File: src/rtl/nand_vector_sequencer.sv
// Stimulus/checker for the multi-input NAND gate block: steps through a vector set,
// waits a settle window, compares the six gate outputs and accumulates error statistics.
module nand_vector_sequencer #(
  parameter int SETTLE = 4,
  parameter int ERR_W  = 16
) (
  input  logic             clk_i,
  input  logic             rst_ni,
  input  logic             start_i,
  input  logic             mode_i,
  output logic [13:0]      stim_o,
  input  logic [5:0]       resp_i,
  output logic             busy_o,
  output logic             done_o,
  output logic             pass_o,
  output logic [ERR_W-1:0] err_cnt_o,
  output logic [13:0]      fail_idx_o,
  output logic [5:0]       fail_resp_o
);

  // state    | meaning
  // S_IDLE   | waiting for start, outputs hold last run's results
  // S_DRIVE  | apply vector(k), load settle timer
  // S_SETTLE | count settle timer down to zero
  // S_SAMPLE | compare response, update stats, advance k
  // S_FINISH | one-cycle done pulse, back to idle
  typedef enum logic [2:0] {
    S_IDLE,
    S_DRIVE,
    S_SETTLE,
    S_SAMPLE,
    S_FINISH
  } state_t;

  localparam logic [7:0]       SETTLE_L = 8'(SETTLE);
  localparam logic [ERR_W-1:0] ERR_ONE  = {{(ERR_W-1){1'b0}}, 1'b1};

  state_t             state_q, state_d;
  logic [13:0]        k_q, k_d;
  logic               mode_q, mode_d;
  logic [7:0]         cnt_q, cnt_d;
  logic [13:0]        stim_q, stim_d;
  logic [ERR_W-1:0]   err_q, err_d;
  logic [13:0]        fail_idx_q, fail_idx_d;
  logic [5:0]         fail_resp_q, fail_resp_d;
  logic               pass_q, pass_d;
  logic               last_vec;

  function automatic logic [5:0] expect_resp(input logic [13:0] s);
    logic [5:0] y;
    y[0] = ~&s[1:0];
    y[1] = ~&s[2:0];
    y[2] = ~&s[3:0];
    y[3] = ~&s[7:0];
    y[4] = s[13] ? ~&s[11:0] : 1'b1;  // OC low releases Y4, which then reads high
    y[5] = ~&s[12:0];
    return y;
  endfunction

  function automatic logic [13:0] vec_of(input logic mode, input logic [13:0] k);
    logic [13:0] v;
    if (mode) begin
      v = k;
    end else begin
      v = '0;
      for (int i = 0; i < 13; i++) v[i] = (i < int'(k));
      v[13] = (k != 14'd14);
    end
    return v;
  endfunction

  assign last_vec = mode_q ? (k_q == 14'h3FFF) : (k_q == 14'd14);

  always_comb begin
    state_d     = state_q;
    k_d         = k_q;
    mode_d      = mode_q;
    cnt_d       = cnt_q;
    stim_d      = stim_q;
    err_d       = err_q;
    fail_idx_d  = fail_idx_q;
    fail_resp_d = fail_resp_q;
    pass_d      = pass_q;
    case (state_q)
      S_IDLE: begin
        if (start_i) begin
          state_d     = S_DRIVE;
          k_d         = '0;
          mode_d      = mode_i;
          err_d       = '0;
          fail_idx_d  = '0;
          fail_resp_d = '0;
          pass_d      = 1'b0;
        end
      end
      S_DRIVE: begin
        stim_d  = vec_of(mode_q, k_q);
        cnt_d   = SETTLE_L;
        state_d = S_SETTLE;
      end
      S_SETTLE: begin
        cnt_d = cnt_q - 8'd1;
        if (cnt_q == 8'd1) state_d = S_SAMPLE;
      end
      S_SAMPLE: begin
        if (resp_i != expect_resp(stim_q)) begin
          if (err_q != '1) err_d = err_q + ERR_ONE;
          if (err_q == '0) begin
            fail_idx_d  = k_q;
            fail_resp_d = resp_i;
          end
        end
        if (last_vec) begin
          state_d = S_FINISH;
          pass_d  = (err_d == '0);  // includes this vector's result
        end else begin
          k_d     = k_q + 14'd1;
          state_d = S_DRIVE;
        end
      end
      S_FINISH: state_d = S_IDLE;
      default:  state_d = S_IDLE;
    endcase
  end

  always_ff @(posedge clk_i or negedge rst_ni) begin
    if (!rst_ni) begin
      state_q     <= S_IDLE;
      k_q         <= '0;
      mode_q      <= 1'b0;
      cnt_q       <= '0;
      stim_q      <= 14'h2000;
      err_q       <= '0;
      fail_idx_q  <= '0;
      fail_resp_q <= '0;
      pass_q      <= 1'b0;
    end else begin
      state_q     <= state_d;
      k_q         <= k_d;
      mode_q      <= mode_d;
      cnt_q       <= cnt_d;
      stim_q      <= stim_d;
      err_q       <= err_d;
      fail_idx_q  <= fail_idx_d;
      fail_resp_q <= fail_resp_d;
      pass_q      <= pass_d;
    end
  end

  assign stim_o      = stim_q;
  assign busy_o      = (state_q != S_IDLE);
  assign done_o      = (state_q == S_FINISH);
  assign pass_o      = pass_q;
  assign err_cnt_o   = err_q;
  assign fail_idx_o  = fail_idx_q;
  assign fail_resp_o = fail_resp_q;

endmodule
File: config.mk
export PLATFORM = sky130hd
export DESIGN_NAME = nand_vector_sequencer
export DESIGN_NICKNAME = d
export VERILOG_FILES = /design/src/rtl/nand_vector_sequencer.sv
export SDC_FILE = /design/constraint.sdc
export NUM_CORES = 1
export LEC_CHECK = 0
export CORE_ASPECT_RATIO = 0.7
export CORE_UTILIZATION = 49
export DETAILED_ROUTE_END_ITERATION = 12
export PLACE_DENSITY = 0.85
export SLEW_MARGIN = 40
export SYNTH_ARGS = -nofsm -noshare
export SYNTH_HDL_FRONTEND = slang
export SYNTH_SLANG_ARGS = --single-unit
File: constraint.sdc
create_clock -name clk_i -period 2.1 [get_ports clk_i]
set_clock_uncertainty 0.05 [all_clocks]
set_input_delay 0.315 -clock clk_i [delete_from_list [all_inputs] [get_ports clk_i]]
set_output_delay 0.315 -clock clk_i [all_outputs]
set_load 0.02 [all_outputs]
==> results of run 1 <==
-- per-layer routing --
layer  global-route usage (%)  routed length, um  up-vias
met1                     43.9               6420     2418
li1                         -                  -     2182
met4                     12.3                656        0
met2                     59.6               7970      339
met3                     7.47               1430       92
met5                        0                  0        -
-- worst max path at each step --
stage / to / slack (ps) / depth (start not counted)
floorplan: pass_o$_DFFE_PN0P_ / -220 / 8
global placement: pass_o$_DFFE_PN0P_ / -550 / 10
detailed placement: pass_o$_DFFE_PN0P_ / -700 / 10
CTS: pass_o$_DFFE_PN0P_ / -300 / 9
global route: pass_o$_DFFE_PN0P_ / -480 / 9
finish: pass_o$_DFFE_PN0P_ / -390 / 10
-- area by class of cell --
cell class,instances,area [um2],area share (%)
tap,120,150,2.18
multi-input combinational,385,2600,37.7
sequential,77,1940,28.2
clock inverter,6,111,1.62
clock buffer,10,229,3.32
inverter,16,60.1,0.872
timing repair buffer,201,1800,26.1
-- timing repair --
item / CTS / global route
gates resized for setup: 68 / 65
hold buffers: 1 / 0
pin swaps: 33 / 29
endpoints found under the setup margin: 39 / 45
buffers inserted: 10 / 9
gates cloned: 3 / 1
endpoints found under the hold margin: 40 / 0
-- sequential cells by signal (all words and copies together), names as in the netlist --
| register | count |
|---|---|
| err_cnt_o | 16 |
| state_q | 3 |
| k_q | 14 |
| fail_resp_o | 6 |
| pass_o | 1 |
| mode_q | 1 |
| cnt_q | 8 |
| stim_o | 14 |
| fail_idx_o | 14 |
-- worst max-delay path: stages --
cell and delay [ps]:
clkdlybuf4s50_1 520, and3b_1 200, a22oi_2 230, a2111oi_4 100, buf_4 160, a21oi_4 260
nand3_2 120, a211o_1 360, nor4_4 280, a31o_1 180
-- power breakdown --
part	internal [uW]	total (uW)	switching [uW]	leakage [uW]
combinational	1260	2900	1640	0.00188
clock	1160	1810	647	0.000163
sequential	1780	2070	287	0.00103
-- cells by family (layout without fill, tap and decap cells) --
family | count (synthesis) | count (layout) | share of synthesized area [%]
DFF | 77 | 77 | 44.6
adders and majority gates | 7 | 7 | 2.02
muxes | 9 | 9 | 2.11
buffers and inverters | 50 | 233 | 4.57
AOI/OAI and AO/OA | 125 | 125 | 17.7
and+or+nand+nor | 230 | 230 | 26.3
xor gates and xnor gates | 14 | 14 | 2.83
-- synth_stat cells (2+ instances only) --
| master | instances | area [um2] |
|---|---|---|
| a22o_1 | 3 | 26.3 |
| nor3_1 | 8 | 40.0 |
| xnor2_1 | 5 | 43.8 |
| and4_1 | 2 | 17.5 |
| a21oi_1 | 20 | 100 |
| or4_1 | 3 | 22.5 |
| nor4_2 | 2 | 25.0 |
| buf_2 | 5 | 25.0 |
| nor4bb_1 | 3 | 30.0 |
| inv_1 | 16 | 60.1 |
| clkbuf_1 | 28 | 105 |
| and3_1 | 8 | 50.1 |
| o21ai_0 | 64 | 320 |
| a211oi_1 | 4 | 30.0 |
| xor2_1 | 9 | 78.8 |
| a211o_1 | 3 | 26.3 |
| and3b_1 | 2 | 17.5 |
| nand3_1 | 21 | 105 |
| a31oi_1 | 7 | 43.8 |
| nand2b_1 | 5 | 31.3 |
| o22ai_1 | 4 | 25.0 |
| nor2_1 | 37 | 139 |
| nor3b_1 | 2 | 15.0 |
| nor4_1 | 11 | 68.8 |
| nand4_1 | 18 | 113 |
| ha_1 | 7 | 87.6 |
| mux2i_1 | 8 | 80.1 |
| and2_1 | 5 | 31.3 |
| o31ai_1 | 9 | 67.6 |
| dfrtp_1 | 76 | 1900 |
| nand2_1 | 89 | 334 |
| or3_1 | 7 | 43.8 |
-- per-stage QoR --
stage | TNS [ps] | hold WS (ps) | instances | util [%] | total power, uW
after floorplan | -324 | -30.6 | 512 | - | 3300
after global placement | -14540 | 292 | 777 | 69.4 | 4370
after detailed placement | -16630 | 295 | 777 | 69.4 | 4500
after CTS | -4370 | 454 | 807 | 77.7 | 6560
after global routing | -11200 | 469 | 815 | 80.9 | 7070
final | -7460 | 456 | 815 | 80.9 | 6780
==> reports/summary.txt, run 1 <==
Seq cells post-synth: 77
Min-delay worst type: input pin to async pin
Failing checks: negative setup slack
Most common cell after layout, fill and taps aside: buf_4
Post-synthesis sequential area ratio: 44.6%
Worst setup path category: input pin to flop
Final net count: 707
Detail Placement HPWL: 10200 um
P_leak: 0.00308 uW
Global route overflow: 0
Post-route setup slack: -395 ps
Ant diodes: 0
R2R Setup Slk: -390 ps
Max-cap check violation count: 0
Worst-case vdd ir drop: 0.000673 V
Number of synthesized flops with an enable pin: 0
Share of cells above drive strength 1: 34.8%
Initial antenna violation count: 0
Antenna-violating nets left: 0
Final hold vios: 0
Cell Rows: 28
Crit end category: flop
Clock-pin slew on the worst setup and hold paths: 60 ps
Via-per-instance ratio: 6.17
Worst Setup SP: resp_i[0]
RSZ-0062 raised after global routing: yes
Via count: 5031
WL final: 16500 um
Pre-Repair DR Iteration Count: 5
Detailed Route Iter0 Violations: 508
DIE AREA: 0.00922 mm2
GPL Wtd Cong: 0.954
Fin crit share: 119%
Area delta synth->final: 59.2%
Worst setup SP type: input pin
Status: finished with violations
Pin count of the biggest net entering global routing: 44
Most frequent cells in the layout: buf_4, nand2_1, dfrtp_1, clkdlybuf4s50_1, nor2_1
Clk buf depth: 2
Syn Area/Cell: 8.45 um2
Worst reg2reg endpoint: pass_o$_DFFE_PN0P_
Syn Inst Count: 512
Drc violations: 0
Core area: 0.00851 mm2
Pre-CTS setup slack: -705 ps
Tot GR Track Use: 34.9%
CP required: 2340 ps
Placement Cell Area: 0.00591 mm2
Slew Limit Fails: 0
CTS tree: yes
Syn nets: 529
Synth Warn #: 0
Async SR Flop Fraction: 100%
R2R Path Start: stim_o[5]$_DFFE_PN0P_
First-pass GRT wire length: 24200 um
Initial Util: 50.8%
Slew HR: 58.0%
Clock sinks: 77
Routed WL per cell: 20.2 um
Die width: 114 um
Peak fanout along the critical path: 5
Final Cell Area: 0.00689 mm2
Cts bufs inserted: 9
Min Tclk post-route: 2490 ps
FF-to-FF path depth: 10
Slew @ Worst Pin: 624 ps
Distinct cell type count after synthesis: 53
Critical Path AT: 2740 ps
Latest clock arrival within the worst-skew pair: 350 ps
Root buffer cell: clkbuf_16
Final setup vio count: 37
Max Freq: 0.401 GHz
Number of global-route vias before repair: 4798
FILL cells: 497
Mapped Area: 0.00433 mm2
Ys flop type: dfrtp_1
H-tree Lvls: 3
Port bufs: 62
Num ports: 63
Power density over the cells: 984 mW/mm2
Die Y: 80.6 um
Note: power is estimated with default switching activity, not from simulation.
==> run 2, diff against run 1 <==
--- a/config.mk
+++ b/config.mk
@@ -6,7 +6,9 @@
 export NUM_CORES = 1
 export LEC_CHECK = 0
 export CORE_ASPECT_RATIO = 0.7
+export CORE_MARGIN = 3
 export CORE_UTILIZATION = 49
+export CTS_BUF_LIST = sky130_fd_sc_hd__clkbuf_16
 export DETAILED_ROUTE_END_ITERATION = 12
 export PLACE_DENSITY = 0.85
 export SLEW_MARGIN = 40
==> run 2 against run 1 <==
  * The run still ends with negative setup slack left
  * Utilization increased by 1.5 points
  * Sequential share of layout area decreased by 0.46 points
  * Critical path depth decreased by 1
  * Register-to-register slack about the same
  * Sequential power about the same
  * Setup slack improved by 7.0 ps
  * Maximum frequency increased by 0.28%
  * Final cell count decreased by 0.98%
  * Critical path type is now flop to flop
  * Highest routed layer unchanged
==> reports/summary.txt, run 2 (synthesized netlist as in run 1, its figures left out) <==
Initial antenna violation count: 0
Most frequent CP cell: nand4_1
Max-cap check violation count: 0
Non-Filler Instances: 807
Root buffer cell: clkbuf_16
Pre-Repair DR Iteration Count: 7
H-tree Lvls: 3
Clock Power Share: 24.4%
Post-route setup slack: -388 ps
P_leak: 0.00322 uW
Slew @ Worst Pin: 550 ps
Latest clock arrival within the worst-skew pair: 350 ps
Ant diodes: 0
Number of global-route vias before repair: 4701
Total power: 6880 uW
Most common cell after layout, fill and taps aside: buf_4
Clk buf depth: 2
Final Cell Area: 0.00702 mm2
Share of cells above drive strength 1: 37.0%
Min-delay worst type: input pin to flop
Most frequent cells in the layout: buf_4, nand2_1, dfrtp_1, clkdlybuf4s50_1, nor2_1
Critical Path AT: 2730 ps
GPL Wtd Cong: 1.00
Max FFs per register: 16
Status: finished with violations
R2R Setup Slk: -390 ps
Min Tclk post-route: 2490 ps
Crit path buf inv count: 1
Comb pwr share: 45.5%
Failing checks: negative setup slack
Worst setup path category: flop to flop
Detail Placement HPWL: 9760 um
Via count: 5016
Antenna-violating nets left: 0
DIE AREA: 0.0100 mm2
Initial Util: 50.8%
Sw frac: 39.3%
RSZ-0062 raised after global routing: yes
Sw Pwr: 2700 uW
CP required: 2340 ps
Final net count: 699
Pin count of the biggest net entering global routing: 78
Detailed Route Iter0 Violations: 602
R2R Path Start: stim_o[2]$_DFFE_PN0P_
FF-to-FF path depth: 9
Port bufs: 62
CP peak stage delay: 380 ps
Fin crit share: 118%
Worst-case vdd ir drop: 0.000759 V
Num ports: 63
First-pass GRT wire length: 23800 um
Drc violations: 0
Worst setup SP type: flop
Clock sinks: 77
Via-per-instance ratio: 6.22
Final hold vios: 0
Peak fanout along the critical path: 5
Delay-heaviest family, CP: simple AND/OR/NAND/NOR gates
Core area: 0.00851 mm2
Power density over the cells: 980 mW/mm2
Cts bufs inserted: 9
Core Util, Final: 82.5%
Slew Limit Fails: 0
Pre-CTS setup slack: -651 ps
Worst hold path endpoint: fail_resp_o[2]$_DFFE_PN0P_
WL final: 17200 um
Global route overflow: 0
Hold Path Depth: 3
Routed WL per cell: 21.3 um
Worst reg2reg endpoint: pass_o$_DFFE_PN0P_
Internal power: 4180 uW
Die Y: 84.6 um
Tot GR Track Use: 29.7%
Placement Cell Area: 0.00575 mm2
Die width: 118 um
Max Freq: 0.402 GHz
Cell Rows: 28
Clock-pin slew on the worst setup and hold paths: 70 ps
Hold Crit Start: resp_i[2]
Crit end category: flop
Slew HR: 63.0%
CP max-delay cell: dfrtp_2
Power share of the sequential group: 30.2%
Placed Cells: 757
Area delta synth->final: 62.2%
CTS tree: yes
Final setup vio count: 40
Critical-path cell list: nand4_1, buf_4, or3_4, o22ai_4, nand2_4, nand4_1, mux2_4, nor4_4, a31o_1
run 2: cell count changes in the layout (fill, tap and decap cells not counted), sizes merged:
cell           change
clkbuf             +2
bufinv             -1
inv                +2
dlymetal6s2s       +2
buf               -11
clkdlybuf4s50      -2
run 2: worst max-delay path by stage:
| stage | startpoint | end | slack (ps) | depth (start not counted) |
|---|---|---|---|---|
| final | stim_o[2]$_DFFE_PN0P_ | pass_o$_DFFE_PN0P_ | -390 | 9 |
| after global routing | stim_o[1]$_DFFE_PN0P_ | pass_o$_DFFE_PN0P_ | -440 | 10 |
| after CTS | stim_o[0]$_DFFE_PN0P_ | pass_o$_DFFE_PN0P_ | -310 | 9 |
| after detailed placement | resp_i[2] | pass_o$_DFFE_PN0P_ | -650 | 10 |
| after global placement | resp_i[1] | pass_o$_DFFE_PN0P_ | -570 | 9 |
| after floorplan | stim_o[2]$_DFFE_PN0P_ | pass_o$_DFFE_PN0P_ | -220 | 8 |
run 2: power by group through the flow:
stage	logic, uW	registers [uW]	clock network [uW]
5_1_grt	3320	2110	1750
3_3_place_gp	2240	2040	0
2_1_floorplan	1070	2230	0
3_5_place_dp	2340	2070	0
4_1_cts	2590	2030	1670
6_report	3130	2080	1680
run 2: what timing repair did:
item	4_1_cts	5_1_grt
setup endpoints to repair	36	57
cloned	2	6
pin swaps	24	37
setup buffers	13	15
gates resized for setup	64	116
hold buffers	1	0
hold endpoints to repair	67	0
run 2: layout make-up:
class	instances	area, um2
multi-input combinational	385	2750
clock inverter	7	83.8
fill	451	1490
timing repair buffer	193	1810
inverter	16	60.1
tap	120	150
sequential	77	1950
clock buffer	9	225
run 2: worst reg2reg max path: cells and delay by family, from the launching register on:
kind / cells / cell delay [ps]
flip-flops: 1 / 380
buffers and inverters: 1 / 210
multiplexers: 1 / 340
AO/OA/AOI/OAI: 2 / 380
AND/OR/NAND/NOR: 5 / 1070
run 2: per-stage QoR:
stage,setup TNS [ps],hold WS [ps]
CTS,-5310,457
floorplan,-324,-30.6
global route,-12820,338
detailed placement,-13830,347
finish,-10620,305
global placement,-12050,334
run 2: layer usage:
layer / global-route usage (%) / vias to the layer above / wire (um)
met5: 0 / - / 0
li1: - / 2163 / -
met1: 40.0 / 2395 / 6620
met4: 11.4 / 0 / 772
met3: 7.21 / 85 / 1660
met2: 47.0 / 373 / 8140
==> run 3, diff against run 2 <==
--- a/config.mk
+++ b/config.mk
@@ -5,6 +5,7 @@
 export SDC_FILE = /design/constraint.sdc
 export NUM_CORES = 1
 export LEC_CHECK = 0
+export CAP_MARGIN = 20
 export CORE_ASPECT_RATIO = 0.7
 export CORE_MARGIN = 3
 export CORE_UTILIZATION = 49
==> results of run 3 <==
The final DEF is identical to that of run 2; final timing and power are the same.
